[src/rtl/preg_alloc_ctrl_pkg.sv]
// Shared definitions for the physical-register free-list allocator.
//   DEF_NUM_PREGS / DEF_TAG_W / DEF_BASE_TAG : parameter defaults
//   preg_state_e                             : controller state {NORMAL, RECOVER}
package preg_pkg;

   localparam int unsigned DEF_NUM_PREGS = 32;
   localparam int unsigned DEF_TAG_W     = 6;
   localparam int unsigned DEF_BASE_TAG  = 32;

   typedef enum logic [0:0] {
      NORMAL  = 1'b0,
      RECOVER = 1'b1
   } preg_state_e;

endpackage

[src/rtl/preg_alloc_ctrl_if.sv]
// Rename-side bus of the free-list allocator.
//   master : rename/retire/ROB side (drives req, free_*, flush, reclaim_*)
//   slave  : allocator (drives grant, tag0/1, busy, count, ovf)
interface preg_alloc_ctrl_if
   import preg_pkg::*;
#(
   parameter int unsigned NUM_PREGS = DEF_NUM_PREGS,
   parameter int unsigned TAG_W     = DEF_TAG_W
);
   localparam int unsigned CNT_W = $clog2(NUM_PREGS + 1);

   logic [1:0]       req;
   logic [1:0]       grant;
   logic [TAG_W-1:0] tag0;
   logic [TAG_W-1:0] tag1;
   logic             free_valid;
   logic [TAG_W-1:0] free_tag;
   logic             flush;
   logic             reclaim_valid;
   logic [TAG_W-1:0] reclaim_tag;
   logic             reclaim_done;
   logic             busy;
   logic [CNT_W-1:0] count;
   logic             ovf;

   modport master (
      output req, free_valid, free_tag, flush, reclaim_valid, reclaim_tag, reclaim_done,
      input  grant, tag0, tag1, busy, count, ovf
   );

   modport slave (
      input  req, free_valid, free_tag, flush, reclaim_valid, reclaim_tag, reclaim_done,
      output grant, tag0, tag1, busy, count, ovf
   );

endinterface

[src/rtl/preg_alloc_ctrl_ring.sv]
// Free-list tag storage: NUM_PREGS entries, 2 async read ports, 2 write ports.
//   clk, reset          : clock, async active-high reset (loads BASE_TAG+i)
//   rd0/rd1_idx, _data  : read ports
//   wr0/wr1_en/idx/data : write ports (wr1 wins on equal index; never used that way)
module preg_ring
   import preg_pkg::*;
#(
   parameter int unsigned NUM_PREGS = DEF_NUM_PREGS,
   parameter int unsigned TAG_W     = DEF_TAG_W,
   parameter int unsigned BASE_TAG  = DEF_BASE_TAG,
   localparam int unsigned PTR_W    = $clog2(NUM_PREGS)
) (
   input  logic             clk,
   input  logic             reset,
   input  logic [PTR_W-1:0] rd0_idx,
   input  logic [PTR_W-1:0] rd1_idx,
   output logic [TAG_W-1:0] rd0_data,
   output logic [TAG_W-1:0] rd1_data,
   input  logic             wr0_en,
   input  logic [PTR_W-1:0] wr0_idx,
   input  logic [TAG_W-1:0] wr0_data,
   input  logic             wr1_en,
   input  logic [PTR_W-1:0] wr1_idx,
   input  logic [TAG_W-1:0] wr1_data
);

   logic [TAG_W-1:0] mem [NUM_PREGS];

   // Storage array; reset fills it with consecutive tags starting at BASE_TAG.
   always_ff @(posedge clk or posedge reset) begin
      if (reset) begin
         for (int unsigned i = 0; i < NUM_PREGS; i++) begin
            mem[i] <= TAG_W'(BASE_TAG + i);
         end
      end else begin
         if (wr0_en) mem[wr0_idx] <= wr0_data;
         if (wr1_en) mem[wr1_idx] <= wr1_data;
      end
   end

   assign rd0_data = mem[rd0_idx];
   assign rd1_data = mem[rd1_idx];

endmodule

[src/rtl/preg_alloc_ctrl.sv]
// Physical-register free-list allocator with flush recovery.
//   clk, reset : clock, async active-high reset
//   bus        : preg_alloc_ctrl_if.slave (req/grant/tags, frees, flush, reclaims,
//                busy, count, ovf)
//   stall_cnt, recover_cnt : saturating statistics, only with PREG_ALLOC_STATS_EN
module preg_alloc_ctrl
   import preg_pkg::*;
#(
   parameter int unsigned NUM_PREGS = DEF_NUM_PREGS,
   parameter int unsigned TAG_W     = DEF_TAG_W,
   parameter int unsigned BASE_TAG  = DEF_BASE_TAG
) (
   input  logic               clk,
   input  logic               reset,
   preg_alloc_ctrl_if.slave   bus
`ifdef PREG_ALLOC_STATS_EN
   ,
   output logic [31:0]        stall_cnt,
   output logic [31:0]        recover_cnt
`endif
);

   localparam int unsigned PTR_W = $clog2(NUM_PREGS);
   localparam int unsigned CNT_W = $clog2(NUM_PREGS + 1);
   localparam int unsigned RM_W  = CNT_W + 1;

   // Circular pointer advance by 0..2 with wrap at NUM_PREGS.
   function automatic logic [PTR_W-1:0] ptr_add(input logic [PTR_W-1:0] p,
                                                input logic [1:0] n);
      logic [PTR_W:0] s;
      s = {1'b0, p} + (PTR_W+1)'(n);
      if (s >= (PTR_W+1)'(NUM_PREGS)) s = s - (PTR_W+1)'(NUM_PREGS);
      return s[PTR_W-1:0];
   endfunction

   preg_state_e      state_q, state_d;
   logic [PTR_W-1:0] head_q, tail_q;
   logic [CNT_W-1:0] count_q, count_d;
   logic             ovf_q;

   logic [1:0]       grant_c;
   logic [1:0]       pops, pushes;
   logic [RM_W-1:0]  room;
   logic             free_acc, rec_try, rec_acc, drop;
   logic             wr0_en, wr1_en;
   logic [TAG_W-1:0] wr0_data;

   // State register.
   always_ff @(posedge clk or posedge reset) begin
      if (reset) state_q <= NORMAL;
      else       state_q <= state_d;
   end

   // Next state: a flush always lands in (or holds) RECOVER.
   always_comb begin
      state_d = state_q;
      case (state_q)
         NORMAL:  if (bus.flush) state_d = RECOVER;
         RECOVER: if (!bus.flush && bus.reclaim_done) state_d = NORMAL;
         default: state_d = NORMAL;
      endcase
   end

   // Grants, push acceptance and overflow detection. Room counts slots freed by
   // this cycle's pops, since the ring write lands at tail on the same edge.
   always_comb begin
      grant_c[0] = bus.req[0] & (state_q == NORMAL) & ~bus.flush & (count_q >= CNT_W'(1));
      grant_c[1] = bus.req[1] & grant_c[0] & (count_q >= CNT_W'(2));
      pops       = 2'(grant_c[0]) + 2'(grant_c[1]);
      room       = RM_W'(NUM_PREGS) - RM_W'(count_q) + RM_W'(pops);
      free_acc   = bus.free_valid & (room >= RM_W'(1));
      rec_try    = bus.reclaim_valid & (state_q == RECOVER);
      rec_acc    = rec_try & (room >= RM_W'(1) + RM_W'(free_acc));
      drop       = (bus.free_valid & ~free_acc) | (rec_try & ~rec_acc);
      pushes     = 2'(free_acc) + 2'(rec_acc);
      wr0_en     = free_acc | rec_acc;
      wr1_en     = free_acc & rec_acc;
      wr0_data   = free_acc ? bus.free_tag : bus.reclaim_tag;
      count_d    = count_q - CNT_W'(pops) + CNT_W'(pushes);
   end

   // Pointers, occupancy and sticky overflow.
   always_ff @(posedge clk or posedge reset) begin
      if (reset) begin
         head_q  <= '0;
         tail_q  <= '0;
         count_q <= CNT_W'(NUM_PREGS);
         ovf_q   <= 1'b0;
      end else begin
         head_q  <= ptr_add(head_q, pops);
         tail_q  <= ptr_add(tail_q, pushes);
         count_q <= count_d;
         ovf_q   <= ovf_q | drop;
      end
   end

   preg_ring #(
      .NUM_PREGS (NUM_PREGS),
      .TAG_W     (TAG_W),
      .BASE_TAG  (BASE_TAG)
   ) u_ring (
      .clk      (clk),
      .reset    (reset),
      .rd0_idx  (head_q),
      .rd1_idx  (ptr_add(head_q, 2'd1)),
      .rd0_data (bus.tag0),
      .rd1_data (bus.tag1),
      .wr0_en   (wr0_en),
      .wr0_idx  (tail_q),
      .wr0_data (wr0_data),
      .wr1_en   (wr1_en),
      .wr1_idx  (ptr_add(tail_q, 2'd1)),
      .wr1_data (bus.reclaim_tag)
   );

   assign bus.grant = grant_c;
   assign bus.busy  = (state_q == RECOVER);
   assign bus.count = count_q;
   assign bus.ovf   = ovf_q;

`ifdef PREG_ALLOC_STATS_EN
   // Saturating stall and recovery-cycle counters.
   always_ff @(posedge clk or posedge reset) begin
      if (reset) begin
         stall_cnt   <= '0;
         recover_cnt <= '0;
      end else begin
         if (bus.req[0] && !grant_c[0] && (stall_cnt != '1)) stall_cnt <= stall_cnt + 32'd1;
         if ((state_q == RECOVER) && (recover_cnt != '1))    recover_cnt <= recover_cnt + 32'd1;
      end
   end
`endif

endmodule

[src/flat_wrapper.sv]
// flat-port wrapper written by rule: the top's interface ports become plain ports
module preg_alloc_ctrl_flat import preg_pkg::*;
#(
   parameter int unsigned NUM_PREGS = DEF_NUM_PREGS,
   parameter int unsigned TAG_W     = DEF_TAG_W,
   parameter int unsigned BASE_TAG  = DEF_BASE_TAG
)
  (clk, reset, bus_req, bus_free_valid, bus_free_tag, bus_flush, bus_reclaim_valid, bus_reclaim_tag, bus_reclaim_done, bus_grant, bus_tag0, bus_tag1, bus_busy, bus_count, bus_ovf);
  preg_alloc_ctrl_if #(.NUM_PREGS(NUM_PREGS), .TAG_W(TAG_W)) bus_i ();
  input  logic clk;
  input  logic reset;
  input wire logic [$bits(bus_i.req)-1:0] bus_req;
  input wire logic [$bits(bus_i.free_valid)-1:0] bus_free_valid;
  input wire logic [$bits(bus_i.free_tag)-1:0] bus_free_tag;
  input wire logic [$bits(bus_i.flush)-1:0] bus_flush;
  input wire logic [$bits(bus_i.reclaim_valid)-1:0] bus_reclaim_valid;
  input wire logic [$bits(bus_i.reclaim_tag)-1:0] bus_reclaim_tag;
  input wire logic [$bits(bus_i.reclaim_done)-1:0] bus_reclaim_done;
  output wire logic [$bits(bus_i.grant)-1:0] bus_grant;
  output wire logic [$bits(bus_i.tag0)-1:0] bus_tag0;
  output wire logic [$bits(bus_i.tag1)-1:0] bus_tag1;
  output wire logic [$bits(bus_i.busy)-1:0] bus_busy;
  output wire logic [$bits(bus_i.count)-1:0] bus_count;
  output wire logic [$bits(bus_i.ovf)-1:0] bus_ovf;
  assign bus_i.req = bus_req;
  assign bus_i.free_valid = bus_free_valid;
  assign bus_i.free_tag = bus_free_tag;
  assign bus_i.flush = bus_flush;
  assign bus_i.reclaim_valid = bus_reclaim_valid;
  assign bus_i.reclaim_tag = bus_reclaim_tag;
  assign bus_i.reclaim_done = bus_reclaim_done;
  assign bus_grant = bus_i.grant;
  assign bus_tag0 = bus_i.tag0;
  assign bus_tag1 = bus_i.tag1;
  assign bus_busy = bus_i.busy;
  assign bus_count = bus_i.count;
  assign bus_ovf = bus_i.ovf;
  preg_alloc_ctrl #(.NUM_PREGS(NUM_PREGS), .TAG_W(TAG_W), .BASE_TAG(BASE_TAG)) u_core (.clk(clk), .reset(reset), .bus(bus_i));
endmodule
[config.mk]
export PLATFORM = sky130hd
export DESIGN_NAME = preg_alloc_ctrl_flat
export DESIGN_NICKNAME = d
export VERILOG_FILES = /design/src/rtl/preg_alloc_ctrl_pkg.sv /design/src/rtl/preg_alloc_ctrl_if.sv /design/src/rtl/preg_alloc_ctrl_ring.sv /design/src/rtl/preg_alloc_ctrl.sv /design/src/flat_wrapper.sv
export SDC_FILE = /design/constraint.sdc
export NUM_CORES = 1
export LEC_CHECK = 0
export ABC_CLOCK_PERIOD_IN_PS = 6770
export CAP_MARGIN = 20
export CORE_ASPECT_RATIO = 1.1
export CORE_MARGIN = 8
export CORE_UTILIZATION = 50
export CTS_CLUSTER_SIZE = 14
export DETAILED_ROUTE_END_ITERATION = 12
export PLACE_DENSITY = 0.69
export SLEW_MARGIN = 25
export SYNTH_ARGS = -nofsm -noshare
export SYNTH_HDL_FRONTEND = slang
export SYNTH_SLANG_ARGS = --single-unit
[constraint.sdc]
create_clock -name clk -period 6.77 [get_ports clk]
set_input_delay 1.354 -clock clk [delete_from_list [all_inputs] [get_ports clk]]
set_output_delay 1.354 -clock clk [all_outputs]
set_load 0.05 [all_outputs]
==> results.json, run 1 <==
{
  "relSlewSlack": 0.186,
  "finalSetupTns_ns": 0,
  "grtUsageTotal": 0.353,
  "wire_per_inst_um": 31.2,
  "power_per_cell_area_mw_per_mm2": 622,
  "grt_antenna_before_repair": 0,
  "drv_slew": 0,
  "hold_path_class": "reg -> reg",
  "synth_area_per_cell_um2": 8.47,
  "r2r_slack_ns": 0.78,
  "r2r_cells": 23,
  "post_cts_buffers": 0,
  "finalHoldViolCount": 0,
  "worst_slew_pin_slew_ns": 1.22,
  "cp-end-kind": "flop",
  "hold_depth": 1,
  "die_x_um": 196,
  "dpl_cell_area_mm2": 0.0185,
  "ioPinCount": 42,
  "cts_hold_buffers": 0,
  "grt-ovfl-total": 0,
  "cts_buffers": 26,
  "finalPower_uw": 12100,
  "grt_max_degree": 193,
  "start_kind": "input pin",
  "drt-initial-drc-count": 3426,
  "clk_pin_slew_ns": 0.06,
  "io_buffer_count": 41,
  "drc": 0,
  "ys_ff_latch": 210,
  "routed_via_density": 7.84,
  "root_buffer": "clkbuf_16",
  "cts_max_path_buffers": 3,
  "postRouteAntennaNets": 0,
  "cts_sinks": 210,
  "reg2reg_from": "u_core.bus.count[2]",
  "routed_wl_mm": 76.8,
  "synth_cell_types": 60,
  "drive_gt1_frac": 0.192,
  "r2r-end": "u_core.u_ring.mem[74]",
  "worstHoldStart": "u_core.bus.ovf",
  "ir_drop_v": 0.000740,
  "fin_util": 0.555,
  "initial_utilization": 0.507,
  "synthesis.area_mm2": 0.0178,
  "maxCapViolations": 0,
  "min_to": "u_core.bus.ovf",
  "drtPass1Iterations": 6,
  "hold-worst-slack_ns": 0.490,
  "cts_tree": "yes",
  "async_flop_share": 1.00,
  "setup-violations-final": 0,
  "fmax_ghz": 0.159,
  "clk_latency_ns": 0.56,
  "worstSetupPathType": "in -> reg",
  "clock_skew_ns": 0.0113,
  "crit_fanout": 8,
  "grt_pass1_wl_mm": 115,
  "rows": 72,
  "syn_nets": 2150,
  "arrival_ns": 6.74,
  "synth_top_cell_area_share": 0.167,
  "syn_to_final_growth_pct": 9.42,
  "critPathLaunch": "bus_req[0]",
  "finalCritPeriodShare": 0.929,
  "outcome": "finished, final reports clean",
  "grt_pass1_vias": 18200,
  "fin_nets": 2042,
  "ys_warn_count": 0,
  "min_period_ns": 6.29,
  "die_area_mm2": 0.0419,
  "die_h_um": 214,
  "h-tree-depth": 1,
  "hpwl_mm": 43.6,
  "rsz0062_at_grt": "no",
  "design_area_mm2": 0.0195,
  "vias": 19300,
  "ys.flop_type": "dfstp_2",
  "synth_cells": 2103,
  "ys_top_cells_by_area": "dfstp_2 (17%), dfrtp_1 (14%), mux4_2 (11%)",
  "yosysMostFrequentCell": "nand2_1",
  "yosysTopAreaCell": "dfstp_2",
  "synth-edff-count": 0,
  "synth_common_cells": "nand2_1 (442), a21oi_1 (197), o221ai_1 (193)",
  "routabilityCongestion": 0.981,
  "coreArea_mm2": 0.0351,
  "required_ns": 7.22,
  "cts_resized": 0,
  "leakagePower_uw": 0.00639,
  "ys_seq_area_frac": 0.303
}
## layer usage
layer	track usage	part of all wire	up-vias
met5	0	0	-
met4	0.199	0.068	0
met3	0.139	0.17	416
met2	0.484	0.41	1922
met1	0.466	0.35	9087
li1	-	-	7855
## layout by cell type (no fill, tap or decap), types with 21 or more instances in the layout
cell / instances
buf_4: 84
o22a_1: 32
nand2_1: 442
nor2_1: 39
clkbuf_16: 27
mux4_2: 90
mux2i_1: 31
nor3_1: 192
o221ai_1: 193
dfstp_2: 113
ha_1: 21
o21ai_1: 22
nor4_1: 192
a21oi_1: 197
dfrtp_1: 94
clkdlybuf4s50_1: 40
## per-stage QoR
stage               instances  setup slack (ns)
CTS                      2459             0.613
floorplan                2103             0.242
global route             2459             0.149
finish                   2460             0.483
global placement         2411             0.231
detailed placement       2411            0.0554
## worst max-delay path, cell delays in order
cell	delay [ns]
clkdlybuf4s50_1	0.45
nor3b_1	0.22
and3_1	0.22
ha_1	0.16
inv_1	0.05
ha_1	0.21
fa_1	0.42
o31ai_1	0.36
o21a_4	0.21
nand2_1	0.08
o21ai_0	0.27
buf_4	0.18
ha_1	0.11
a21oi_1	0.09
a21oi_1	0.17
ha_1	0.21
buf_4	0.20
nor2b_1	0.34
nand2_1	0.41
o21ai_1	0.54
o221ai_1	0.21
nor3_1	0.25
## power by group
part	total (uW)	internal [uW]	switching [uW]	leakage, uW
combinational	7410	2780	4620	0.00358
sequential	3060	2180	884	0.00232
clock	1650	1020	627	0.000485
## layout make-up
class	instances	area, um^2
tap	444	556
inverter	18	71.3
sequential	210	5400
multi-input combinational	1607	11300
timing repair buffer	132	1170
clock inverter	11	205
fill	3117	15600
antenna	1	2.50
clock buffer	37	773
## worst max path at each step
stage | slack [ns] | end | cells after the start
2_1_floorplan | 0.24 | u_core.bus.count[5] | 23
3_3_place_gp | 0.23 | u_core.bus.count[5] | 23
3_5_place_dp | 0.06 | u_core.u_ring.mem[75] | 22
4_1_cts | 0.61 | u_core.u_ring.mem[74] | 22
5_1_grt | 0.15 | u_core.u_ring.mem[79] | 22
6_report | 0.48 | u_core.u_ring.mem[74] | 22
## logic make-up after synthesis
group / Yosys count / synth area share
DFF: 210 / 0.303
adders and majority gates: 27 / 0.0211
xor gates and xnor gates: 14 / 0.00731
AOI/OAI and AO/OA: 499 / 0.197
and+or+nand+nor: 931 / 0.253
muxes: 136 / 0.151
buffers and inverters: 286 / 0.0686
## registers in the layout (all words and copies together) (netlist names)
| signal | cells |
|---|---|
| u_core.head_q | 5 |
| u_core.u_ring.mem | 192 |
| u_core.bus.busy | 1 |
| u_core.bus.ovf | 1 |
| u_core.bus.count | 6 |
| u_core.tail_q | 5 |
No activity file was read; power rests on OpenSTA's default activity.
==> run 2, diff against run 1 <==
--- a/config.mk
+++ b/config.mk
@@ -7,12 +7,14 @@
 export LEC_CHECK = 0
 export ABC_CLOCK_PERIOD_IN_PS = 6770
 export CAP_MARGIN = 20
+export CELL_PAD_IN_SITES_DETAIL_PLACEMENT = 0
+export CELL_PAD_IN_SITES_GLOBAL_PLACEMENT = 1
 export CORE_ASPECT_RATIO = 1.1
 export CORE_MARGIN = 8
-export CORE_UTILIZATION = 50
+export CORE_UTILIZATION = 44
 export CTS_CLUSTER_SIZE = 14
 export DETAILED_ROUTE_END_ITERATION = 12
-export PLACE_DENSITY = 0.69
+export PLACE_DENSITY_LB_ADDON = 0.1
 export SLEW_MARGIN = 25
 export SYNTH_ARGS = -nofsm -noshare
 export SYNTH_HDL_FRONTEND = slang
==> results.json, run 2 (same netlist as run 1, synthesis figures left out) <==
{
  "grt-ovfl-total": 0,
  "drv_slew": 0,
  "routed_via_density": 7.46,
  "dpl_cell_area_mm2": 0.0186,
  "drt-initial-drc-count": 2855,
  "cts_buffers": 27,
  "relSlewSlack": 0.0510,
  "grt_antenna_before_repair": 1,
  "design_area_mm2": 0.0195,
  "drive_gt1_frac": 0.199,
  "crit_fanout": 8,
  "die_h_um": 227,
  "drtPass1Iterations": 7,
  "clk_pin_slew_ns": 0.06,
  "post_cts_buffers": 0,
  "worst_slack_ns": 0.493,
  "cts_resized": 0,
  "hold_path_class": "reg -> reg",
  "maxCapViolations": 0,
  "vias": 19000,
  "hpwl_mm": 45.7,
  "fin_nets": 2053,
  "outcome": "finished, final reports clean",
  "routabilityCongestion": 0.974,
  "fmax_ghz": 0.159,
  "coreArea_mm2": 0.0401,
  "grt_pass1_vias": 18000,
  "setup-violations-final": 0,
  "dp_slack_ns": -0.0851,
  "rsz0062_at_grt": "no",
  "root_buffer": "clkbuf_16",
  "finalHoldViolCount": 0,
  "grtUsageTotal": 0.336,
  "ioPinCount": 42,
  "ir_drop_v": 0.000722,
  "routed_wl_mm": 82.2,
  "grt_max_degree": 193,
  "drc": 0,
  "cts_max_path_buffers": 3,
  "final_cell_mix": "nand2_1 (442), a21oi_1 (197), o221ai_1 (193), nor4_1 (192), nor3_1 (192)",
  "die_area_mm2": 0.0472,
  "rows": 77,
  "die_x_um": 208,
  "initial_utilization": 0.444,
  "clock_skew_ns": 0.00783,
  "required_ns": 7.24,
  "min_period_ns": 6.28,
  "cts_sinks": 210,
  "finalCritPeriodShare": 0.927,
  "h-tree-depth": 1,
  "wire_per_inst_um": 32.4,
  "antenna_cells_inserted": 0,
  "clk_latency_ns": 0.56,
  "final_common_cell": "nand2_1",
  "worst_slew_pin_slew_ns": 1.42,
  "cts_tree": "yes",
  "grt_pass1_wl_mm": 122,
  "arrival_ns": 6.74,
  "io_buffer_count": 41,
  "start_kind": "input pin",
  "cp-end-kind": "flop",
  "regMostFlops": "u_core.u_ring.mem",
  "syn_to_final_growth_pct": 9.75,
  "worstSetupPathType": "in -> reg",
  "largest_reg_flops": 192,
  "leakagePower_uw": 0.00639,
  "power_per_cell_area_mw_per_mm2": 616,
  "cts_hold_buffers": 0,
  "postRouteAntennaNets": 0
}
-- run 2: power by group --
group / total, uW / switching (uW) / internal (uW)
Combinational: 7420 / 4590 / 2820
Sequential: 3170 / 990 / 2180
Clock: 1450 / 619 / 834
-- run 2: area by class of cell --
class                   instances  area (um^2)
multi-input cells            1607        11300
clock buffers                  49          848
well taps                     513          642
flip-flops and latches        210         5410
fillers                      3780        20500
inverters                      18         71.3
repair buffers                142         1270
-- run 2: routing by layer --
layer | track usage | share of wire | vias up | wire length, um
met3 | 0.0984 | 0.13 | 326 | 11100
met4 | 0.171 | 0.055 | 0 | 4500
met1 | 0.443 | 0.38 | 9216 | 31100
met5 | 0 | 0 | - | 0
li1 | - | - | 7870 | -
met2 | 0.501 | 0.43 | 1541 | 35500
-- run 2: worst max-delay path: stages --
cell and delay, ns:
clkdlybuf4s50_1 0.45, nor3b_1 0.23, and3_1 0.23, ha_1 0.16
inv_1 0.05, ha_1 0.21, fa_1 0.42, o31ai_1 0.39
o21a_4 0.22, nand2_1 0.08, o21ai_0 0.35, ha_1 0.18
nand2b_1 0.10, a21oi_1 0.08, a21oi_1 0.15, ha_1 0.20
buf_4 0.19, nor2b_1 0.34, nand2_1 0.35, o21ai_1 0.56
o221ai_1 0.22, nor3_1 0.25
-- run 2: final timing paths --
kind | startpoint | endpoint | slack, ns | cells after the start
max in group asynchronous | reset | u_core.tail_q[4] | 4.38 | 4
hold reg to reg | u_core.bus.ovf | u_core.bus.ovf | 0.50 | 1
setup / recovery | bus_req[0] | u_core.u_ring.mem[171] | 0.49 | 22
min in group asynchronous | reset | u_core.u_ring.mem[124] | 1.24 | 3
setup reg to reg | u_core.bus.count[2] | u_core.u_ring.mem[171] | 0.85 | 23
hold / removal | u_core.bus.ovf | u_core.bus.ovf | 0.50 | 1
-- run 2: per-stage QoR --
| stage | total power [uW] | cells | utilization | TNS [ns] | hold WS (ns) |
|---|---|---|---|---|---|
| after floorplan | 7750 | 2103 | - | 0 | 0.515 |
| after global placement | 10200 | 2487 | 0.465 | 0 | 0.491 |
| after detailed placement | 10300 | 2488 | 0.465 | -0.522 | 0.485 |
| after CTS | 11800 | 2537 | 0.486 | 0 | 0.501 |
| after global routing | 12400 | 2539 | 0.488 | 0 | 0.518 |
| final | 12000 | 2539 | 0.488 | 0 | 0.499 |
